--- config.mk ---
export PLATFORM = sky130hd
export DESIGN_NAME = aquila_mem_arbiter
export DESIGN_NICKNAME = d
export VERILOG_FILES = /design/src/rtl/aquila_mem_arbiter.sv
export SDC_FILE = /design/constraint.sdc
export NUM_CORES = 1
export LEC_CHECK = 0
export ABC_AREA = 0
export BUFFER_PORTS_ARGS = -buffer_cell sky130_fd_sc_hd__buf_2
export CAP_MARGIN = 25
export CELL_PAD_IN_SITES_DETAIL_PLACEMENT = 1
export CELL_PAD_IN_SITES_GLOBAL_PLACEMENT = 1
export CORE_UTILIZATION = 37
export DETAILED_ROUTE_END_ITERATION = 16
export GPL_TIMING_DRIVEN = 0
export PLACE_DENSITY_LB_ADDON = 0.1
export SYNTH_ARGS = -nofsm -noshare
export SYNTH_HDL_FRONTEND = slang
export SYNTH_SLANG_ARGS = --single-unit
--- constraint.sdc ---
create_clock -name clk -period 1.5 [get_ports clk]
set_input_delay 0.15 -clock clk [delete_from_list [all_inputs] [get_ports clk]]
set_output_delay 0.15 -clock clk [all_outputs]
set_load 0.01 [all_outputs]
--- src/rtl/aquila_mem_arbiter.sv ---
// Shares one single-port memory-model port between the fetch and data channels.
// Define AQ_MEM_ARB_RR_EN for round-robin arbitration instead of data-first priority.
module aquila_mem_arbiter #(
   parameter int XLEN         = 32,
   parameter int STARVE_LIMIT = 4
) (
   input  logic              clk,
   input  logic              rst_n,
   input  logic              code_req_i,
   input  logic [XLEN-1:0]   code_addr_i,
   output logic [XLEN-1:0]   code_o,
   output logic              code_ready_o,
   input  logic              data_req_i,
   input  logic              data_rw_i,
   input  logic [XLEN-1:0]   data_addr_i,
   input  logic [XLEN-1:0]   data_i,
   input  logic [XLEN/8-1:0] data_byte_enable_i,
   output logic [XLEN-1:0]   data_o,
   output logic              data_ready_o,
   output logic              mem_req_o,
   output logic              mem_rw_o,
   output logic [XLEN-1:0]   mem_addr_o,
   output logic [XLEN-1:0]   mem_wdata_o,
   output logic [XLEN/8-1:0] mem_be_o,
   output logic              mem_src_o,
   input  logic [XLEN-1:0]   mem_rdata_i,
   input  logic              mem_ready_i,
   output logic              busy_o,
   output logic              err_o
);

   localparam int BW = XLEN / 8;

   typedef enum logic {IDLE, WAIT} state_t;

   state_t            state;
   state_t            state_nx;
   logic              code_pend;
   logic              data_pend;
   logic [XLEN-1:0]   code_addr;
   logic              data_rw;
   logic [XLEN-1:0]   data_addr;
   logic [XLEN-1:0]   data_wdata;
   logic [BW-1:0]     data_be;
   logic              grant;
   logic              pick_data;
   logic              data_take;
`ifdef AQ_MEM_ARB_RR_EN
   logic              last_data;
`else
   logic [3:0]        starve;
`endif

   always_comb begin
      state_nx  = state;
      grant     = 1'b0;
      pick_data = 1'b0;
`ifdef AQ_MEM_ARB_RR_EN
      pick_data = data_pend && (!code_pend || !last_data);
`else
      pick_data = data_pend &&
                  (!code_pend || (starve < 4'(STARVE_LIMIT)));
`endif
      unique case (state)
         IDLE: begin
            if (code_pend || data_pend) begin
               grant    = 1'b1;
               state_nx = WAIT;
            end
         end
         WAIT: begin
            if (mem_ready_i) state_nx = IDLE;
         end
         default: state_nx = IDLE;
      endcase
   end

   always_ff @(posedge clk or negedge rst_n) begin
      if (!rst_n) state <= IDLE;
      else        state <= state_nx;
   end

   // A new data request is legal when the slot is empty or is being granted now.
   assign data_take = !data_pend || (grant && pick_data);

   always_ff @(posedge clk or negedge rst_n) begin
      if (!rst_n) begin
         code_pend    <= 1'b0;
         data_pend    <= 1'b0;
         code_addr    <= '0;
         data_rw      <= 1'b0;
         data_addr    <= '0;
         data_wdata   <= '0;
         data_be      <= '0;
         mem_req_o    <= 1'b0;
         mem_rw_o     <= 1'b0;
         mem_addr_o   <= '0;
         mem_wdata_o  <= '0;
         mem_be_o     <= '0;
         mem_src_o    <= 1'b0;
         code_o       <= '0;
         data_o       <= '0;
         code_ready_o <= 1'b0;
         data_ready_o <= 1'b0;
         err_o        <= 1'b0;
`ifdef AQ_MEM_ARB_RR_EN
         last_data    <= 1'b0;
`else
         starve       <= '0;
`endif
      end else begin
         mem_req_o    <= grant;
         code_ready_o <= 1'b0;
         data_ready_o <= 1'b0;

         if (grant) begin
            mem_src_o <= pick_data;
`ifdef AQ_MEM_ARB_RR_EN
            last_data <= pick_data;
`endif
            if (pick_data) begin
               mem_rw_o    <= data_rw;
               mem_addr_o  <= data_addr;
               mem_wdata_o <= data_wdata;
               mem_be_o    <= data_be;
               data_pend   <= 1'b0;
`ifndef AQ_MEM_ARB_RR_EN
               if (code_pend && (starve < 4'(STARVE_LIMIT)))
                  starve <= starve + 4'd1;
`endif
            end else begin
               mem_rw_o    <= 1'b0;
               mem_addr_o  <= code_addr;
               mem_wdata_o <= '0;
               mem_be_o    <= '1;
               code_pend   <= 1'b0;
`ifndef AQ_MEM_ARB_RR_EN
               starve      <= '0;
`endif
            end
         end

         if (code_req_i) begin
            code_pend <= 1'b1;
            code_addr <= code_addr_i;
         end

         if (data_req_i) begin
            if (data_take) begin
               data_pend  <= 1'b1;
               data_rw    <= data_rw_i;
               data_addr  <= data_addr_i;
               data_wdata <= data_i;
               data_be    <= data_byte_enable_i;
            end else begin
               err_o <= 1'b1;
            end
         end

         if ((state == WAIT) && mem_ready_i) begin
            if (mem_src_o) begin
               data_ready_o <= 1'b1;
               if (!mem_rw_o) data_o <= mem_rdata_i;
            end else begin
               code_ready_o <= 1'b1;
               code_o       <= mem_rdata_i;
            end
         end
      end
   end

   assign busy_o = (state != IDLE) || code_pend || data_pend;

endmodule

Yosys cells after proc, flatten, opt, wreduce, memory -nomap -nowiden
Index checks and enable logic that the tools add are counted.
{"block": "classes", "addsub": 1, "multipliers": 0, "div_mod_pow": 0, "order_cmp": 1, "eq_ne": 2, "n_shift": 0, "n_mux": 21, "n_bitwise": 4, "reduce_logical": 18}
{"cell": "2-to-1 mux 32 bit", "n": 2}
{"cell": "2-to-1 mux 1 bit", "n": 15}
{"cell": "2-to-1 mux 4 bit", "n": 3}
{"cell": "AND reduction 2 bit", "n": 5}
{"cell": "logical OR 1 bit", "n": 5}
{"cell": "adder 4 x 1 -> 4 bit, second input constant", "n": 1}
{"cell": "logical AND 1 bit", "n": 4}
{"cell": "< comparator 4 x 3 -> 1 bit, second input constant", "n": 1}
{"cell": "NOT 1 bit", "n": 4}
{"cell": "AND reduction 3 bit", "n": 1}
{"cell": "zero test 1 bit", "n": 2}
{"cell": "inequality test 2 x 1 -> 1 bit, second input constant", "n": 1}
{"cell": "inequality test 2 bit, second input constant", "n": 1}
{"cell": "case mux 1 bit (2 select lines)", "n": 1}
{"cell": "nonzero test 2 bit", "n": 1}
{"block": "totals", "register_bits": 246, "latchBits": 0, "mem_bits_rw": 0, "romBits": 0, "input_bits": 138, "elab_cells": 67, "n_memories": 0}

Longest topological paths before layout
Gate-level depths: netlist of the first run.
{"block": "logic_depth", "depth_word": 7, "ltp_mapped": 8, "depth_no_buf": 4}

Least setup slack after synthesis of the first run
OpenSTA, ideal clock, no wires.
{"block": "synth_timing", "path_type": "flip-flop to flip-flop", "start": "register state", "end": "register data_o[10]", "arrival_time_ns": 1.364, "setup_slack_ns": 0.011, "stages_incl_launch_ff": 7, "n_path_buf": 3, "period_less_slack_ns": 1.489, "cell_sequence": "dfrtp_1 > buf_2 > and3_1 > nand2b_1 > clkbuf_2 > buf_2 > mux2_2"}
{"block": "synth_via", "elab_chain_cells": 2}
{"item": "start, declared", "line_no": "36", "rtl": "state_t state;"}
{"item": "start signal, assigned", "line_no": "80", "rtl": "else state <= state_nx;"}
{"item": "logical AND 1 bit", "line_no": "160", "rtl": "if ((state == WAIT) && mem_ready_i) begin"}
{"item": "AND reduction 3 bit (no source line)"}
{"item": "end signal, assigned", "line_no": "163", "rtl": "if (!mem_rw_o) data_o <= mem_rdata_i;"}
{"item": "end, declared", "line_no": "18", "rtl": "output logic [XLEN-1:0] data_o,"}
Every way passes these cells.
A chain may end at the register's enable or synchronous reset.

Worst setup path in the final report of the first run
{"block": "layout_timing", "start": "register data_pend", "end": "output port busy_o"}
{"block": "layout_via", "elab_chain_cells": 1}
{"item": "start, declared", "line_no": "39", "rtl": "logic data_pend;"}
{"item": "start signal, assigned", "line_no": "89", "rtl": "data_pend <= 1'b0;"}
{"item": "start signal, assigned", "line_no": "126", "rtl": "data_pend <= 1'b0;"}
{"item": "start signal, assigned", "line_no": "150", "rtl": "data_pend <= 1'b1;"}
{"item": "logical OR 1 bit", "line_no": "172", "rtl": "assign busy_o = (state != IDLE) || code_pend || data_pend;"}
{"item": "end, declared", "line_no": "28", "rtl": "output logic busy_o,"}
Every way passes these cells.

==> results.cfg, run 1 <==
[run_status]
status = complete, but fails checks
violations = setup timing

[worst_setup_path]
worst_ep_required_time_ns = 1.35
cp_max_fo = 3
path_class = register to output pin
crit_path_start_kind = register
arrival_ns = 1.54
r2r-start = code_pend$_DFFE_PN0P_
crit_cells = 3
critPathMaxStageDelay_ns = 0.43
slowest_stage = dfrtp_2
endpoint_kind = output pin
r2r_slack_ns = -0.17
worst-r2r-cell-count = 7
path_cells = buf_8 > or3_4 > buf_6
cp.buffers_inverters = 2
critical_path.top_delay_family = flip-flops
r2r_end = data_addr[13]$_DFFE_PN0P_

[place]
dp_hpwl_um = 18500
place_congestion = 0.779
place_ws_ns = -0.371
portBuffers = 275

[synth]
synth-seq-cells = 246
syn_nets = 877
yosys_warnings = 0
synth_area_per_cell_um2 = 13.2
syn-cell-area_um2 = 9710
ys_types = 34
netlist_instances = 738
yosysTopAreaCellShare_pct = 63.4
yosysSeqAreaShare_pct = 63.4
synth_area_leaders = dfrtp_1 63%, mux2_2 18%, nand2_1 5.3%
yosys.area.top_type = dfrtp_1

[cts]
htreeDepth = 1
clk_path_buf_depth = 3
clkLatencyLatePin_ns = 0.53
cts_root_buffer = clkbuf_16
path_clk_slew_ns = 0.07
clock-sinks = 246
tritoncts = built
cts_buffers = 27

[layout]
layout_common_cells = 281 x buf_2, 241 x dfrtp_1, 136 x dlygate4sd3_1
drive_above_1_share_pct = 57.0
final_util_pct = 63.3
nets = 1385
layout_commonest_cell = buf_2
area_growth_pct = 66.0

[detailed_routing]
vias = 7861
wl_per_cell_um = 20.3
drtIter0Drc = 335
wl_um = 32300
ant_nets = 0
viasPerCell = 4.92
drc = 0
dr.pass1.iters = 4

[sta]
fin_crit_sh_pct = 113
setup_viol = 140
hold_viol_final = 0
max_slew_margin_pct = 56.7
drv_slew = 0
skew_ns = 0.0153
period_needed_ns = 1.69
grt_setup_unrepaired = yes
max_slew.worst_pin.slew_ns = 0.649
setup_ws_ns = -0.193
fmaxAchievable_mhz = 591

[global_route]
grt_antenna_before_repair = 1
grt_usage_pct = 23.5
grt_pass1_wl_um = 48900
overflow = 0
first_global_vias = 8650
grt_max_degree = 96

[die]
dieWidth_um = 164
coreArea_um2 = 25500
initial_core_util_pct = 38.1
boundaryPins = 277
row_count = 58
dieHeight_um = 164
die-area_um2 = 26900

[pwr]
ir_worst_vdd_uv = 906
power_density_nw_per_um2 = 1600
p_leak_uw = 0.00780

[hold_path]
min_path_type = input pin to register
hold_depth = 2
whs_endpoint = code_addr[31]$_DFFE_PN0P_
min_from = code_req_i

[flow_run]
drv_cap = 0
## cells by family (layout without fill, tap and decap cells)
family / count (synthesis) / in the layout / share of synthesized area, %
and+or+nand+nor: 190 / 190 / 8.54
DFF: 246 / 246 / 63.4
buffers and inverters: 55 / 583 / 2.95
adders and majority gates: 1 / 1 / 0.129
muxes: 165 / 165 / 19.5
AOI/OAI and AO/OA: 81 / 81 / 5.44
other: 0 / 1 / 0
## synthesized netlist by cell type
| library cell | n |
|---|---|
| ha_1 | 1 |
| inv_2 | 1 |
| nand4_1 | 32 |
| buf_2 | 18 |
| a21boi_0 | 1 |
| and2_1 | 2 |
| or3_1 | 1 |
| mux2_2 | 154 |
| nand3b_1 | 1 |
| nand4b_1 | 1 |
| inv_1 | 2 |
| o21bai_1 | 2 |
| clkbuf_2 | 1 |
| o21ai_4 | 1 |
| o21ai_0 | 39 |
| buf_8 | 1 |
| nand2_1 | 137 |
| nand2b_1 | 3 |
| buf_1 | 3 |
| dfrtp_1 | 246 |
| mux2_4 | 10 |
| o21a_1 | 1 |
| and3_1 | 1 |
| clkbuf_1 | 18 |
| nor2_1 | 8 |
| buf_6 | 1 |
| a21oi_1 | 4 |
| nor2b_1 | 2 |
| o211ai_1 | 32 |
| nor3b_1 | 1 |
| a2bb2oi_4 | 1 |
| mux2_1 | 1 |
| nand3_1 | 1 |
| buf_4 | 10 |
## per-stage QoR
| stage | instance area (µm²) | cells | hold WS (ns) | power (µW) | TNS (ns) |
|---|---|---|---|---|---|
| after global placement | 11500 | 1343 | 0.371 | 16000 | -1135.83 |
| after detailed placement | 11600 | 1345 | 0.154 | 16300 | -44.87 |
| after global routing | 16100 | 1597 | 0.115 | 27200 | -21.82 |
| after CTS | 15400 | 1585 | 0.0932 | 25000 | -16.65 |
| final | 16100 | 1597 | 0.102 | 25800 | -14.97 |
| after floorplan | 9710 | 738 | -0.146 | 13400 | 0 |
## area by class of cell
type                    count  area (µm²)
plain buffers              42         507
diodes                      1        2.50
repair buffers            489        3990
clock buffers              40         815
inverters                   3        18.8
multi-input cells         437        4080
well taps                 330         413
flip-flops and latches    246        6160
fillers                  2506        9360
clock inverters             9         123
## worst register-to-register path: stages, from the launching register on
cell and delay [ns]:
dfrtp_2 0.44, o21ai_4 0.09, buf_12 0.13, a2bb2oi_4 0.18
buf_4 0.14, buf_6 0.13, buf_12 0.13, mux2_4 0.31
## how the worst max path moves through the flow
stage | start | slack [ns] | end
2_1_floorplan | state$_DFF_PN0_ | 0.01 | data_o[10]$_DFFE_PN0P_
3_3_place_gp | rst_n | -4.45 | mem_addr_o[19]$_DFFE_PN0N_
3_5_place_dp | state$_DFF_PN0_ | -0.37 | mem_addr_o[6]$_DFFE_PN0N_
4_1_cts | data_pend$_DFF_PN0_ | -0.22 | busy_o
5_1_grt | data_pend$_DFF_PN0_ | -0.25 | busy_o
6_report | data_pend$_DFF_PN0_ | -0.19 | busy_o
## routing by layer
metal	up-vias	GRT usage, %	share of wire [%]
li1	3602	-	-
met1	3987	30.0	41
met2	233	40.6	51
met3	39	4.77	5.8
met4	0	5.81	1.5
met5	-	0	0
## where the power goes
group          leakage (µW)  switching [µW]  internal, µW
clock network      0.000464            2690          4250
registers           0.00293            1480          8830
logic               0.00442            3910          4680
## timing repair
action,4_1_cts,5_1_grt
hold endpoints to repair,238,0
pin swaps,37,63
hold buffers,136,0
setup endpoints to repair,200,173
resized for setup,218,236
gates cloned,16,8
buffers inserted,42,16
## sequential cells by signal, indices dropped and copies added, names as in the netlist, 4 cells and up
register     cells
code_addr       32
data_addr       32
data_be          4
mem_be_o         4
mem_wdata_o     32
code_o          32
data_wdata      32
data_o          32
mem_addr_o      32
starve           4
(Power assumes the default switching activity.)
==> run 2, diff against run 1 <==
--- a/config.mk
+++ b/config.mk
@@ -10,6 +10,7 @@
 export CAP_MARGIN = 25
 export CELL_PAD_IN_SITES_DETAIL_PLACEMENT = 1
 export CELL_PAD_IN_SITES_GLOBAL_PLACEMENT = 1
+export CORE_MARGIN = 3
 export CORE_UTILIZATION = 37
 export DETAILED_ROUTE_END_ITERATION = 16
 export GPL_TIMING_DRIVEN = 0
==> results.cfg, run 2 (synthesized netlist as in run 1, its figures left out) <==
[run_status]
violations = setup timing
status = complete, but fails checks

[sta]
setup_viol = 139
max_slew_margin_pct = 50.9
max_slew.worst_pin.slew_ns = 0.736
grt_setup_unrepaired = yes
period_needed_ns = 1.71
fmaxAchievable_mhz = 583
hold_viol_final = 0
setup_ws_ns = -0.214
fin_crit_sh_pct = 114
holdWs_ns = 0.118
drv_slew = 0
skew_ns = 0.0122

[global_route]
grt_pass1_wl_um = 51200
overflow = 0
grt_max_degree = 111
grt_usage_pct = 22.6
grt_antenna_before_repair = 1
first_global_vias = 8850

[detailed_routing]
viasPerCell = 4.92
wl_per_cell_um = 20.7
dr.pass1.iters = 4
wl_um = 33000
drc = 0
vias = 7832
ant_nets = 0
drtIter0Drc = 401

[die]
dieWidth_um = 168
die-area_um2 = 28200
dieHeight_um = 168
initial_core_util_pct = 38.1
boundaryPins = 277
row_count = 58
coreArea_um2 = 25500

[layout]
layout_commonest_cell = buf_2
layout_common_cells = 276 x buf_2, 241 x dfrtp_1, 136 x dlygate4sd3_1
final_area_um2 = 15700
diodes = 0
drive_above_1_share_pct = 51.9
fillers = 2550
area_growth_pct = 62.0
nets = 1381

[hold_path]
min_path_type = input pin to register

[cts]
clock-sinks = 246
clk_path_buf_depth = 3
cts_root_buffer = clkbuf_16
clkLatencyLatePin_ns = 0.53
htreeDepth = 1
path_clk_slew_ns = 0.06
cts_buffers = 27
tritoncts = built

[worst_setup_path]
crit_path_start_kind = register
endpoint_kind = output pin
arrival_ns = 1.56
path_class = register to output pin
cp_max_fo = 2
worst_ep_required_time_ns = 1.35

[place]
portBuffers = 275
place_congestion = 0.767
place_area_um2 = 11600
dp_hpwl_um = 19200

[flow_run]
drv_cap = 0

[pwr]
power_density_nw_per_um2 = 1590
ir_worst_vdd_uv = 1150
p_leak_uw = 0.00763
-- run 2: final cells by class --
class                           count  area (µm²)  share of cell area (%)
Multi-Input combinational cell    437        3810                    24.2
Timing Repair Buffer              484        3910                    24.9
Clock inverter                      5        25.0                   0.159
Inverter                            3        23.8                   0.151
Clock buffer                       43         846                    5.38
Tap cell                          330         413                    2.62
Buffer                             43         537                    3.41
Sequential cell                   246        6160                    39.2
-- run 2: power breakdown --
| part | switching, µW | leakage, µW | internal [µW] |
|---|---|---|---|
| logic | 3840 | 0.00427 | 4520 |
| clock network | 2640 | 0.000437 | 3830 |
| registers | 1370 | 0.00293 | 8830 |
| total | 7860 | 0.00763 | 17200 |
-- run 2: path summary, 6_finish.rpt --
| path | start | end | slack, ns | cells past startpoint |
|---|---|---|---|---|
| setup / recovery | data_pend$_DFF_PN0_ | busy_o | -0.21 | 3 |
| setup reg to reg | data_pend$_DFF_PN0_ | mem_wdata_o[27]$_DFFE_PN0N_ | -0.21 | 9 |
| min in group asynchronous | rst_n | code_o[22]$_DFFE_PN0P_ | 0.35 | 5 |
| hold reg to reg | mem_wdata_o[0]$_DFFE_PN0N_ | mem_wdata_o[0]$_DFFE_PN0N_ | 0.47 | 2 |
| hold / removal | code_req_i | code_addr[1]$_DFFE_PN0P_ | 0.12 | 2 |
| max in group asynchronous | rst_n | data_pend$_DFF_PN0_ | 0.28 | 6 |
-- run 2: metal layers --
layer | global-route usage (%) | vias up | share of wire (%)
met5 | 0 | - | 0.039
met4 | 4.98 | 2 | 2.2
met3 | 4.88 | 45 | 5.8
met2 | 39.9 | 246 | 50
met1 | 28.6 | 3952 | 41
li1 | - | 3587 | -
-- run 2: stage by stage --
| step | std cells | setup TNS [ns] | setup slack, ns | utilization [%] | total power [µW] |
|---|---|---|---|---|---|
| floorplan | 738 | 0 | 0.0113 | - | 13400 |
| global placement | 1343 | -1124.32 | -4.43 | 45.1 | 16100 |
| detailed placement | 1345 | -44.47 | -0.401 | 45.4 | 16400 |
| CTS | 1590 | -20.28 | -0.232 | 60.5 | 24600 |
| global route | 1591 | -23.79 | -0.266 | 61.8 | 26400 |
| finish | 1591 | -16.37 | -0.214 | 61.8 | 25000 |
-- run 2: what timing repair did --
| action | in CTS | in global routing |
|---|---|---|
| hold buffers | 139 | 0 |
| gates cloned | 19 | 7 |
| endpoints found under the hold margin | 305 | 0 |
| resized for setup | 197 | 152 |
| pin swaps | 40 | 32 |
| endpoints found under the setup margin | 200 | 283 |
| setup buffers | 41 | 10 |
-- run 2: worst max-delay path, cell delays in order, from the launching register on --
cell	delay, ns
dfrtp_2	0.41
clkbuf_8	0.14
or3_4	0.34
buf_6	0.14
==> run 3, diff against run 2 <==
==> constraint.sdc (replaced) <==
create_clock -name clk -period 1.5 [get_ports clk]
set_input_delay 0.3 -clock clk [delete_from_list [all_inputs] [get_ports clk]]
set_output_delay 0.3 -clock clk [all_outputs]
set_load 0.01 [all_outputs]
==> results.cfg, run 3 (synthesized netlist as in run 1, its figures left out) <==
[global_route]
grt_usage_pct = 21.2
grt_antenna_before_repair = 1
grt_pass1_wl_um = 47900
first_global_vias = 8416
grt_max_degree = 111
overflow = 0

[worst_setup_path]
crit_path_start_kind = register
worst-r2r-cell-count = 8
path_class = register to output pin
worst_ep_required_time_ns = 1.20
cp_max_fo = 2
endpoint_kind = output pin
arrival_ns = 1.55

[cts]
path_clk_slew_ns = 0.06
htreeDepth = 1
clk_path_buf_depth = 3
cts_buffers = 27
clock-sinks = 246
tritoncts = built
cts_root_buffer = clkbuf_16
clkLatencyLatePin_ns = 0.52

[detailed_routing]
wl_per_cell_um = 20.5
drtIter0Drc = 289
dr.pass1.iters = 4
drc = 0
wl_um = 31300
vias = 7514
ant_nets = 0
viasPerCell = 4.91

[hold_path]
min_path_type = input pin to register
hold_depth = 2

[layout]
final_area_um2 = 15100
layout_common_cells = 277 x buf_2, 243 x dfrtp_1, 103 x nand2_1
layout_commonest_cell = buf_2
finalNonFillerCells = 1529
final_util_pct = 59.2
drive_above_1_share_pct = 54.3
nets = 1319
fillers = 2592
diodes = 0
area_growth_pct = 55.3

[sta]
setup_ws_ns = -0.345
drv_slew = 0
max_slew.worst_pin.slew_ns = 0.668
period_needed_ns = 1.85
holdWs_ns = 0.0239
hold_viol_final = 0
skew_ns = 0.00789
max_slew_margin_pct = 55.5
grt_setup_unrepaired = yes
setup_viol = 203
fmaxAchievable_mhz = 542
finalSetupTns_ns = -28.91
fin_crit_sh_pct = 123

[die]
coreArea_um2 = 25500
die-area_um2 = 28200
initial_core_util_pct = 38.1
dieWidth_um = 168
boundaryPins = 277
dieHeight_um = 168
row_count = 58

[run_status]
status = complete, but fails checks
violations = setup timing

[pwr]
power_density_nw_per_um2 = 1650
ir_worst_vdd_uv = 1140
p_leak_uw = 0.00735

[place]
place_area_um2 = 11600
dp_hpwl_um = 19200
dp.cells = 1345
place_congestion = 0.767
portBuffers = 275

[flow_run]
drv_cap = 0
[run 3: cell count changes in the layout (fill, tap and decap cells not counted), sizes merged]
cell,delta
dlygate4sd3,-63
clkbuf,+2
bufbuf,-1
[run 3: cell type report]
cell class	instances	area (µm²)	share of cell area, %
Multi-Input combinational cell	437	3780	25.1
Sequential cell	246	6160	40.9
Inverter	3	23.8	0.158
Clock buffer	43	846	5.61
Tap cell	330	413	2.74
Buffer	46	528	3.50
Clock inverter	5	25.0	0.166
Timing Repair Buffer	419	3300	21.9
[run 3: critical path, stage by stage, from the launching register on]
cell,delay (ns)
dfrtp_2,0.41
clkbuf_8,0.14
or3_4,0.34
buf_6,0.14
[run 3: metal layers]
metal / vias to the layer above / track usage [%] / part of all wire (%)
met3: 38 / 5.02 / 6.2
met2: 221 / 37.0 / 49
met4: 2 / 4.45 / 2.0
met5: - / 0 / 0.042
li1: 3463 / - / -
met1: 3790 / 26.9 / 42
[run 3: metrics by stage]
stage,power [µW],setup WS [ns]
floorplan,13400,0.0113
global placement,16100,-4.58
detailed placement,16400,-0.401
CTS,24500,-0.382
global route,26300,-0.399
finish,24900,-0.345
[run 3: where the power goes]
group	leakage, µW	switching (µW)	internal, µW	total [µW]
clock	0.000437	2600	3830	6430
combinational	0.00399	3730	4550	8280
sequential	0.00293	1330	8830	10200
[run 3: path summary, 6_finish.rpt]
kind | start | end | slack (ns)
max reg2reg | data_pend$_DFF_PN0_ | data_addr[5]$_DFFE_PN0P_ | -0.31
min reg2reg | mem_wdata_o[18]$_DFFE_PN0N_ | mem_wdata_o[18]$_DFFE_PN0N_ | 0.47
min | code_addr_i[27] | code_addr[27]$_DFFE_PN0P_ | 0.02
min in group asynchronous | rst_n | code_o[22]$_DFFE_PN0P_ | 0.32
max in group asynchronous | rst_n | state$_DFF_PN0_ | 0.33
max | data_pend$_DFF_PN0_ | busy_o | -0.35
[run 3: what timing repair did]
action,4_1_cts,5_1_grt
endpoints found under the setup margin,200,205
cloned,17,6
resized for setup,257,85
hold buffers,74,0
hold endpoints to repair,115,0
pin swaps,37,21
setup buffers,34,18
